==> src/rtl/fpcvt_pkg.sv <==
// Shared constants and parameter helpers for the linear-to-float converter.
package fpcvt_pkg;

  localparam logic RND_HALF_UP = 1'b0;
  localparam logic RND_TRUNC   = 1'b1;

  function automatic int fp_out_w(input int exp_w, input int man_w);
    return 1 + exp_w + man_w;
  endfunction

  function automatic int fp_e_max(input int exp_w);
    return (1 << exp_w) - 1;
  endfunction

endpackage

==> src/rtl/fpcvt_lzc.sv <==
// Combinational leading-zero counter; all-zero input returns W.
module fpcvt_lzc #(
  parameter int W  = 11,
  parameter int CW = $clog2(W + 1)
) (
  input  logic [W-1:0]  din,
  output logic [CW-1:0] lz
);

  // Scan upward so the highest set bit makes the final assignment.
  always_comb begin
    lz = CW'(W);
    for (int i = 0; i < W; i++) begin
      if (din[i]) lz = CW'(W - 1 - i);
    end
  end

endmodule

==> src/rtl/fpcvt_pipe.sv <==
// Three-stage elastic converter: sign/magnitude, normalise, round/saturate.
module fpcvt_pipe
  import fpcvt_pkg::*;
#(
  parameter int IN_W  = 12,
  parameter int EXP_W = 3,
  parameter int MAN_W = 4,
  parameter int CNT_W = 16
) (
  input  logic                   clk,
  input  logic                   rst_n,
  input  logic                   in_valid,
  output logic                   in_ready,
  input  logic [IN_W-1:0]        in_data,
  input  logic                   in_rnd,
  output logic                   out_valid,
  input  logic                   out_ready,
  output logic [EXP_W+MAN_W:0]   out_data,
  output logic                   out_sat,
  input  logic                   sat_clr,
  output logic [CNT_W-1:0]       sat_cnt
);

  localparam int MAG_W = IN_W - 1;
  localparam int E_MAX = fp_e_max(EXP_W);
  localparam int OUT_W = fp_out_w(EXP_W, MAN_W);
  localparam int LZ_W  = $clog2(MAG_W + 1);
  localparam int E_THR = MAG_W - MAN_W;

  if (E_THR > E_MAX || MAN_W < 2) begin : g_param_err
    $fatal(1, "fpcvt_pipe: need MAG_W-MAN_W <= E_MAX and MAN_W >= 2");
  end

  logic v1, v2, v3;
  logic ld1, ld2, ld3;

  assign ld3       = !v3 || out_ready;
  assign ld2       = !v2 || ld3;
  assign ld1       = !v1 || ld2;
  assign in_ready  = ld1;
  assign out_valid = v3;

  // S1: the most negative sample has no positive twin and clamps to full scale
  logic [IN_W-1:0]  abs_c;
  logic [MAG_W-1:0] mag_c;
  logic             sat1_c;

  always_comb begin
    abs_c  = in_data[IN_W-1] ? (~in_data + IN_W'(1)) : in_data;
    sat1_c = abs_c[IN_W-1];
    mag_c  = sat1_c ? '1 : abs_c[MAG_W-1:0];
  end

  logic             s1, sat1, rnd1;
  logic [MAG_W-1:0] mag1;

  // S2: extra zero LSB keeps the round-bit index valid when F spans the whole magnitude
  logic [LZ_W-1:0]  lz;
  logic [MAG_W:0]   norm_c;
  logic [EXP_W-1:0] e_c;
  logic [MAN_W-1:0] f_c;
  logic             r_c;

  fpcvt_lzc #(.W(MAG_W)) u_lzc (.din(mag1), .lz(lz));

  always_comb begin
    norm_c = {mag1, 1'b0} << lz;
    if (int'(lz) >= E_THR) begin
      e_c = '0;
      f_c = mag1[MAN_W-1:0];
      r_c = 1'b0;
    end else begin
      e_c = EXP_W'(E_THR - int'(lz));
      f_c = norm_c[MAG_W -: MAN_W];
      r_c = norm_c[MAG_W-MAN_W];
    end
  end

  logic             s2, r2, sat2, rnd2;
  logic [EXP_W-1:0] e2;
  logic [MAN_W-1:0] f2;

  // S3: round, renormalise on carry, clamp on exponent overflow
  logic [MAN_W:0]   fr_c;
  logic [EXP_W:0]   er_c;
  logic [OUT_W-1:0] code_c;
  logic             sat3_c;

  always_comb begin
    fr_c   = {1'b0, f2} + (MAN_W+1)'(r2 && (rnd2 == RND_HALF_UP));
    er_c   = {1'b0, e2};
    sat3_c = sat2;
    if (fr_c[MAN_W]) begin
      fr_c = (MAN_W+1)'(1) << (MAN_W - 1);
      er_c = er_c + (EXP_W+1)'(1);
    end
    code_c = {s2, er_c[EXP_W-1:0], fr_c[MAN_W-1:0]};
    if (er_c > (EXP_W+1)'(E_MAX)) begin
      code_c = {s2, EXP_W'(E_MAX), {MAN_W{1'b1}}};
      sat3_c = 1'b1;
    end
  end

  always_ff @(posedge clk or negedge rst_n) begin
    if (!rst_n) begin
      v1 <= 1'b0; s1 <= 1'b0; mag1 <= '0; sat1 <= 1'b0; rnd1 <= 1'b0;
      v2 <= 1'b0; s2 <= 1'b0; e2 <= '0; f2 <= '0; r2 <= 1'b0; sat2 <= 1'b0; rnd2 <= 1'b0;
      v3 <= 1'b0; out_data <= '0; out_sat <= 1'b0;
    end else begin
      if (ld1) begin
        v1 <= in_valid;
        if (in_valid) begin
          s1   <= in_data[IN_W-1];
          mag1 <= mag_c;
          sat1 <= sat1_c;
          rnd1 <= in_rnd;
        end
      end
      if (ld2) begin
        v2 <= v1;
        if (v1) begin
          s2   <= s1;
          e2   <= e_c;
          f2   <= f_c;
          r2   <= r_c;
          sat2 <= sat1;
          rnd2 <= rnd1;
        end
      end
      if (ld3) begin
        v3 <= v2;
        if (v2) begin
          out_data <= code_c;
          out_sat  <= sat3_c;
        end
      end
    end
  end

  always_ff @(posedge clk or negedge rst_n) begin
    if (!rst_n)
      sat_cnt <= '0;
    else if (sat_clr)
      sat_cnt <= '0;
    else if (v3 && out_ready && out_sat && (sat_cnt != '1))
      sat_cnt <= sat_cnt + CNT_W'(1);
  end

endmodule

==> config.mk <==
export PLATFORM = sky130hd
export DESIGN_NAME = fpcvt_pipe
export DESIGN_NICKNAME = d
export VERILOG_FILES = /design/src/rtl/fpcvt_pkg.sv /design/src/rtl/fpcvt_lzc.sv /design/src/rtl/fpcvt_pipe.sv
export SDC_FILE = /design/constraint.sdc
export NUM_CORES = 1
export LEC_CHECK = 0
export CAP_MARGIN = 10
export CORE_ASPECT_RATIO = 1.5
export CORE_UTILIZATION = 49
export DETAILED_ROUTE_END_ITERATION = 8
export GPL_TIMING_DRIVEN = 0
export PLACE_DENSITY = 0.77
export SETUP_SLACK_MARGIN = 0.2
export SLEW_MARGIN = 40
export SYNTH_ARGS = -nofsm -noshare
export SYNTH_HDL_FRONTEND = slang
export SYNTH_SLANG_ARGS = --single-unit
==> constraint.sdc <==
create_clock -name clk -period 1.8 [get_ports clk]
set_input_delay 0.36 -clock clk [delete_from_list [all_inputs] [get_ports clk]]
set_output_delay 0.36 -clock clk [all_outputs]
set_load 0.1 [all_outputs]
# ---- After elaboration in Yosys (flattened, before gate mapping)
# Index checks and enable logic that the tools add are counted.
dict set report op_classes {
  addsub 5
  magnitude_cmp 2
  eq_ne 1
  shifts 1
  n_mux 22
  bitwise_logic 2
  n_reduce_logical 14
}
# op count
set ops {}
lappend ops {{$mux 4} 11}
lappend ops {{$mux 16} 2}
lappend ops {{$add 16x1->16 const B} 1}
lappend ops {{$ne 16x16->1 const B} 1}
lappend ops {{$add 12x1->12 const B} 1}
lappend ops {{$mux 12} 1}
lappend ops {{$not 12->12} 1}
lappend ops {{$shl 12x4->12} 1}
lappend ops {{$mux 11} 1}
lappend ops {{$mux 7} 1}
lappend ops {{$reduce_and 2->1} 3}
lappend ops {{$add 4x1->5} 1}
lappend ops {{$add 3x1->4 const B} 1}
lappend ops {{$ge 4x3->1 const B} 1}
lappend ops {{$gt 4x3->1 const B} 1}
lappend ops {{$logic_and 1x1->1} 4}
lappend ops {{$mux 2} 2}
lappend ops {{$logic_not 1->1} 3}
lappend ops {{$logic_or 1x1->1} 3}
lappend ops {{$mux 1} 3}
lappend ops {{$mux 3} 1}
lappend ops {{$sub 3x3->3 const A} 1}
lappend ops {{$reduce_bool 2->1} 1}
lappend ops {{$not 1->1} 1}
dict set report totals {
  regBits 53
  out_inout_bits 27
  elab_cells 63
}

# ---- Longest topological paths before layout
dict set report depth {
  depth_word 13
  ltp_mapped 8
  mapped_depth_nobuf 7
}

# ---- Cells and area by module
# From an unflattened synthesis, not the netlist that was laid out.
dict set report unflattened {
  hier_cells 316
  area_unflattened_um2 2997.9
}
# mod instances cells_per_inst area_per_inst_um2 seq_area_each_um2
set by_module_without_submodules {}
lappend by_module_without_submodules {fpcvt_pipe 1 299 2887.8 1326.3}
lappend by_module_without_submodules {fpcvt_lzc 1 17 110.1 0.0}

# ---- Worst setup path before layout
# OpenSTA, ideal clock, no wires.
dict set report synth_path {
  path_kind {register to register}
  from {reg v3 (netlist: out_valid)}
  to {reg mag1[9]}
  setup_ns 0.077
  arrival_ns 2.988
  path_slack_ns -1.265
  path_stages_with_launch 8
  n_path_buf 2
  cell_sequence {dfrtp_1 nor2b_1 nand3_1 and2_1 clkbuf_1 o41a_1 buf_6 a21oi_1}
}
dict set report synth_between {
  elab_chain_cells 5
}
# item line_no
set synth_rtl {}
lappend synth_rtl {{start, declared} fpcvt_pipe.sv:34} ;# logic v1, v2, v3;
lappend synth_rtl {{start signal, assigned} fpcvt_pipe.sv:131} ;# v3 <= v2;
lappend synth_rtl {{$logic_not 1->1} fpcvt_pipe.sv:37} ;# assign ld3 = !v3 || out_ready;
lappend synth_rtl {{$logic_or 1x1->1} fpcvt_pipe.sv:37}
lappend synth_rtl {{$logic_or 1x1->1} fpcvt_pipe.sv:38} ;# assign ld2 = !v2 || ld3;
lappend synth_rtl {{$logic_or 1x1->1} fpcvt_pipe.sv:39} ;# assign ld1 = !v1 || ld2;
lappend synth_rtl {{via in_ready} fpcvt_pipe.sv:13} ;# output logic in_ready,
lappend synth_rtl {{$reduce_and 2->1 (no source line)} -}
lappend synth_rtl {{end signal, assigned} fpcvt_pipe.sv:114} ;# mag1 <= mag_c;
lappend synth_rtl {{end, declared} fpcvt_pipe.sv:55} ;# logic [MAG_W-1:0] mag1;
# The timed path passes the listed nets, and every way through them passes these cells.
# A chain may end at the register's enable or synchronous reset.

# ---- Worst setup path in the final report
dict set report layout_path {
  from {in in_data[2]}
  to {reg mag1[8]}
}
dict set report layout_between {
  elab_chain_cells 4
}
# item line_no
set layout_rtl {}
lappend layout_rtl {{start, declared} fpcvt_pipe.sv:14} ;# input logic [IN_W-1:0] in_data,
lappend layout_rtl {{$not 12->12} fpcvt_pipe.sv:49} ;# abs_c = in_data[IN_W-1] ? (~in_data + IN_W'(1)) : in_data;
lappend layout_rtl {{$add 12x1->12} fpcvt_pipe.sv:49}
lappend layout_rtl {{$mux 12} fpcvt_pipe.sv:49}
lappend layout_rtl {{$mux 11} fpcvt_pipe.sv:51} ;# mag_c = sat1_c ? '1 : abs_c[MAG_W-1:0];
# No other way between the ends.

==> impl_metrics.toml <==
[outcome]
status = "completed"

[final_layout]
layout_commonest_cell = "nor2_1"
most-common-layout-cells = "nor2_1 (44), buf_4 (41), dfrtp_1 (33)"
area_growth_pct = 51.2
fin_cells = 495
drive_above_1_share_pct = 44.9
antenna_cells = 0
nets = 445
stdcell_area_sq_um = 4400

[yosys]
avgSynthCellArea_sq_um = 8.89
synth_top_cell_area_share_pct = 45.6
synth_nets = 350
synth-main-ff-cell = "dfrtp_1"
synth_edf_count = 0
synth-seq-area-share_pct = 45.6
synth.area.top_cells = "dfrtp_1 (46%), nor2_1 (6.6%), a21oi_1 (5.3%)"
ys_ff_latch = 53
postSynthCellCount = 327
synth_async_sr_flop_share_pct = 100
syn_area_sq_um = 2910
synth_warnings = 0
yosysTopAreaCell = "dfrtp_1"
yosys.cell_types.count = 49

[floorplan]
die_w_um = 64.9
initial_core_util_pct = 50.6
placementRows = 34
ioPinCount = 45
die_h_um = 96.3
core-area_sq_um = 5740
die-area_sq_um = 6250

[critical_path]
reg2reg_depth = 7
path_class = "primary input to register"
cp-startpoint = "in_data[2]"
cp_max_fo = 5
arrival_ns = 2.03
slowest_stage = "or4_4"
r2r-start = "mag1[5]$_DFFE_PN0P_"
path_cells = "buf_6 -> or3_4 -> or4_4 -> o41a_1 -> buf_6 -> a21oi_2"
rr_endpoint = "f2[0]$_DFFE_PN0P_"
worstSetupStartpointType = "primary input"
critical_path.most_common_cell = "buf_6"
cp_slowest_stage_delay_ns = 0.46
end_kind = "register"
reg2reg_slack_ns = 0.05
cp.required_ns = 2.04

[route]
wl_per_cell_um = 16.5
via_per_inst = 5.69
drt-initial-drc-count = 142
dr.pass1.iters = 4
drcViolationCount = 0
ant_nets = 0
vias = 2818
drt_wl_total_um = 8160

[timing]
timing.final.crit_share_pct = 99.9
finalHoldViolCount = 0
worst_pin_slew_ns = 0.486
maxSlewViolCount = 0
min_period_ns = 1.80
slew_headroom_pct = 67.8
clock_skew_ns = 0.0112
rsz0062_at_grt = "true"
fmax_mhz = 556
fin_setup_tns_ns = 0
setup_viol = 0

[global_route]
met1_usage_pct = 26.1
grt_max_degree = 39
grtUsageTotal_pct = 24.9
grt_use_met3_pct = 3.44
grt_pass1_wl_um = 11900
use_met2_pct = 47.4
antenna_found_initial = 0
gr-total-overflow = 0
busiest_layer = "met2"
first_global_vias = 2605

[clocking]
cts_buffers = 5
worstSkewPairLatency_ns = 0.31
h-tree-depth = 2
cts_tree = "done"
path_clk_slew_ns = 0.09
cts_buffer_depth = 2
cts_num_sinks = 53
cts-root-buf = "clkbuf_8"

[placement]
gp_congestion = 0.850
hpwl_um = 4760
place_area_sq_um = 3520
io_buffers = 43
dp_cells = 443

[power]
switchingPower_mw = 1.93
sw_frac_of_total_pct = 44.1
p_comb_share_pct = 45.0
p_leak_nw = 1.92
clkPwrFrac_pct = 18.8
finalPower_mw = 4.39
vdd_drop_max_uv = 635
power_density_nw_per_um2 = 998
p_seq_share_pct = 36.2
power.internal_mw = 2.45

[worst_hold_path]
whs_endpoint = "mag1[0]$_DFFE_PN0P_"
min_from = "in_data[0]"
hold_path_depth = 3
hold_path.class = "primary input to register"

[flow_run]
max-cap-violations = 0
through the flow:
stage / hold slack [ns] / utilization [%] / setup WS [ns]
2_1_floorplan: 0.0644 / - / -0.174
3_3_place_gp: 0.450 / 63.3 / -1.48
3_5_place_dp: 0.236 / 61.3 / -0.699
4_1_cts: 0.317 / 70.3 / -0.0335
5_1_grt: 0.333 / 76.6 / -0.0504
6_report: 0.323 / 76.6 / 0.00239
kinds of logic (layout without fill, tap and decap cells):
family | count (synthesis) | count (layout) | share of synthesized area (%)
and+or+nand+nor | 133 | 133 | 21.6
DFF | 53 | 53 | 45.6
adders and majority gates | 5 | 5 | 2.15
AOI/OAI and AO/OA | 72 | 72 | 15.1
muxes | 10 | 10 | 3.61
xor gates and xnor gates | 26 | 26 | 7.83
buffers and inverters | 28 | 124 | 4.04
power by group through the flow:
stage               clock [mW]  sequential, mW  combinational [mW]
floorplan                    0            2.21               0.649
global placement             0            1.58                1.67
detailed placement           0            1.59                1.61
CTS                      0.840            1.57                1.78
global route             0.889            1.62                2.09
finish                   0.825            1.59                1.97
routing by layer:
metal / part of all wire (%) / wire, um / vias up
li1: - / - / 1325
met1: 37 / 3000 / 1374
met2: 57 / 4680 / 95
met3: 3.1 / 255 / 24
met4: 2.8 / 226 / 0
met5: 0 / 0 / -
layout make-up:
class                      count  area (sq um)
timing repair buffer          88           709
inverter                      12          45.0
clock inverter                 3          43.8
clock buffer                   5          68.8
buffer                        16           138
tap                           72          90.1
sequential                    53          1390
fill                         380          1350
multi-input combinational    246          1910
state kept, by name, summed over array words and instances, names as in the netlist, 3 cells and up:
signal	flops
f2	4
mag1	11
out_data	8
sat_cnt	16
e2	3
worst max path at each step:
stage	end	slack, ns
6_report	mag1[8]$_DFFE_PN0P_	0.002
5_1_grt	f2[0]$_DFFE_PN0P_	-0.05
3_3_place_gp	sat_cnt[4]$_DFFE_PN0P_	-1.48
3_5_place_dp	mag1[8]$_DFFE_PN0P_	-0.70
2_1_floorplan	mag1[9]$_DFFE_PN0P_	-0.17
4_1_cts	mag1[8]$_DFFE_PN0P_	-0.03
repair_timing:
| item | 4_1_cts | 5_1_grt |
|---|---|---|
| hold endpoints to repair | 15 | 0 |
| cloned | 1 | 0 |
| pin swaps | 27 | 41 |
| hold buffers | 1 | 0 |
| setup buffers | 24 | 18 |
| resized for setup | 77 | 57 |
| setup endpoints to repair | 39 | 43 |
synth_stat cells, types with 2 or more instances:
| cell type | number |
|---|---|
| clkbuf_1 | 10 |
| o211ai_1 | 2 |
| a211oi_1 | 2 |
| nor2_1 | 51 |
| nand2b_1 | 8 |
| and2_1 | 3 |
| nand4_1 | 5 |
| xnor2_1 | 10 |
| xor2_1 | 16 |
| a21oi_1 | 31 |
| o31ai_1 | 2 |
| or3_1 | 2 |
| buf_2 | 4 |
| ha_1 | 5 |
| nor4_1 | 2 |
| o2111ai_1 | 2 |
| or4_1 | 2 |
| mux2_2 | 4 |
| dfrtp_1 | 53 |
| and4_1 | 2 |
| inv_1 | 12 |
| nor2b_1 | 3 |
| o22ai_1 | 2 |
| mux2i_1 | 6 |
| o21ai_0 | 18 |
| nor3_1 | 6 |
| nand2_1 | 28 |
| nand3_1 | 15 |
critical path: cells and delay by family:
| family | cells | cell delay [ns] |
|---|---|---|
| buffers and inverters | 2 | 0.26 |
| and+or+nand+nor | 2 | 0.83 |
| AOI/OAI and AO/OA | 2 | 0.58 |
No activity file was read; power rests on OpenSTA's default activity.
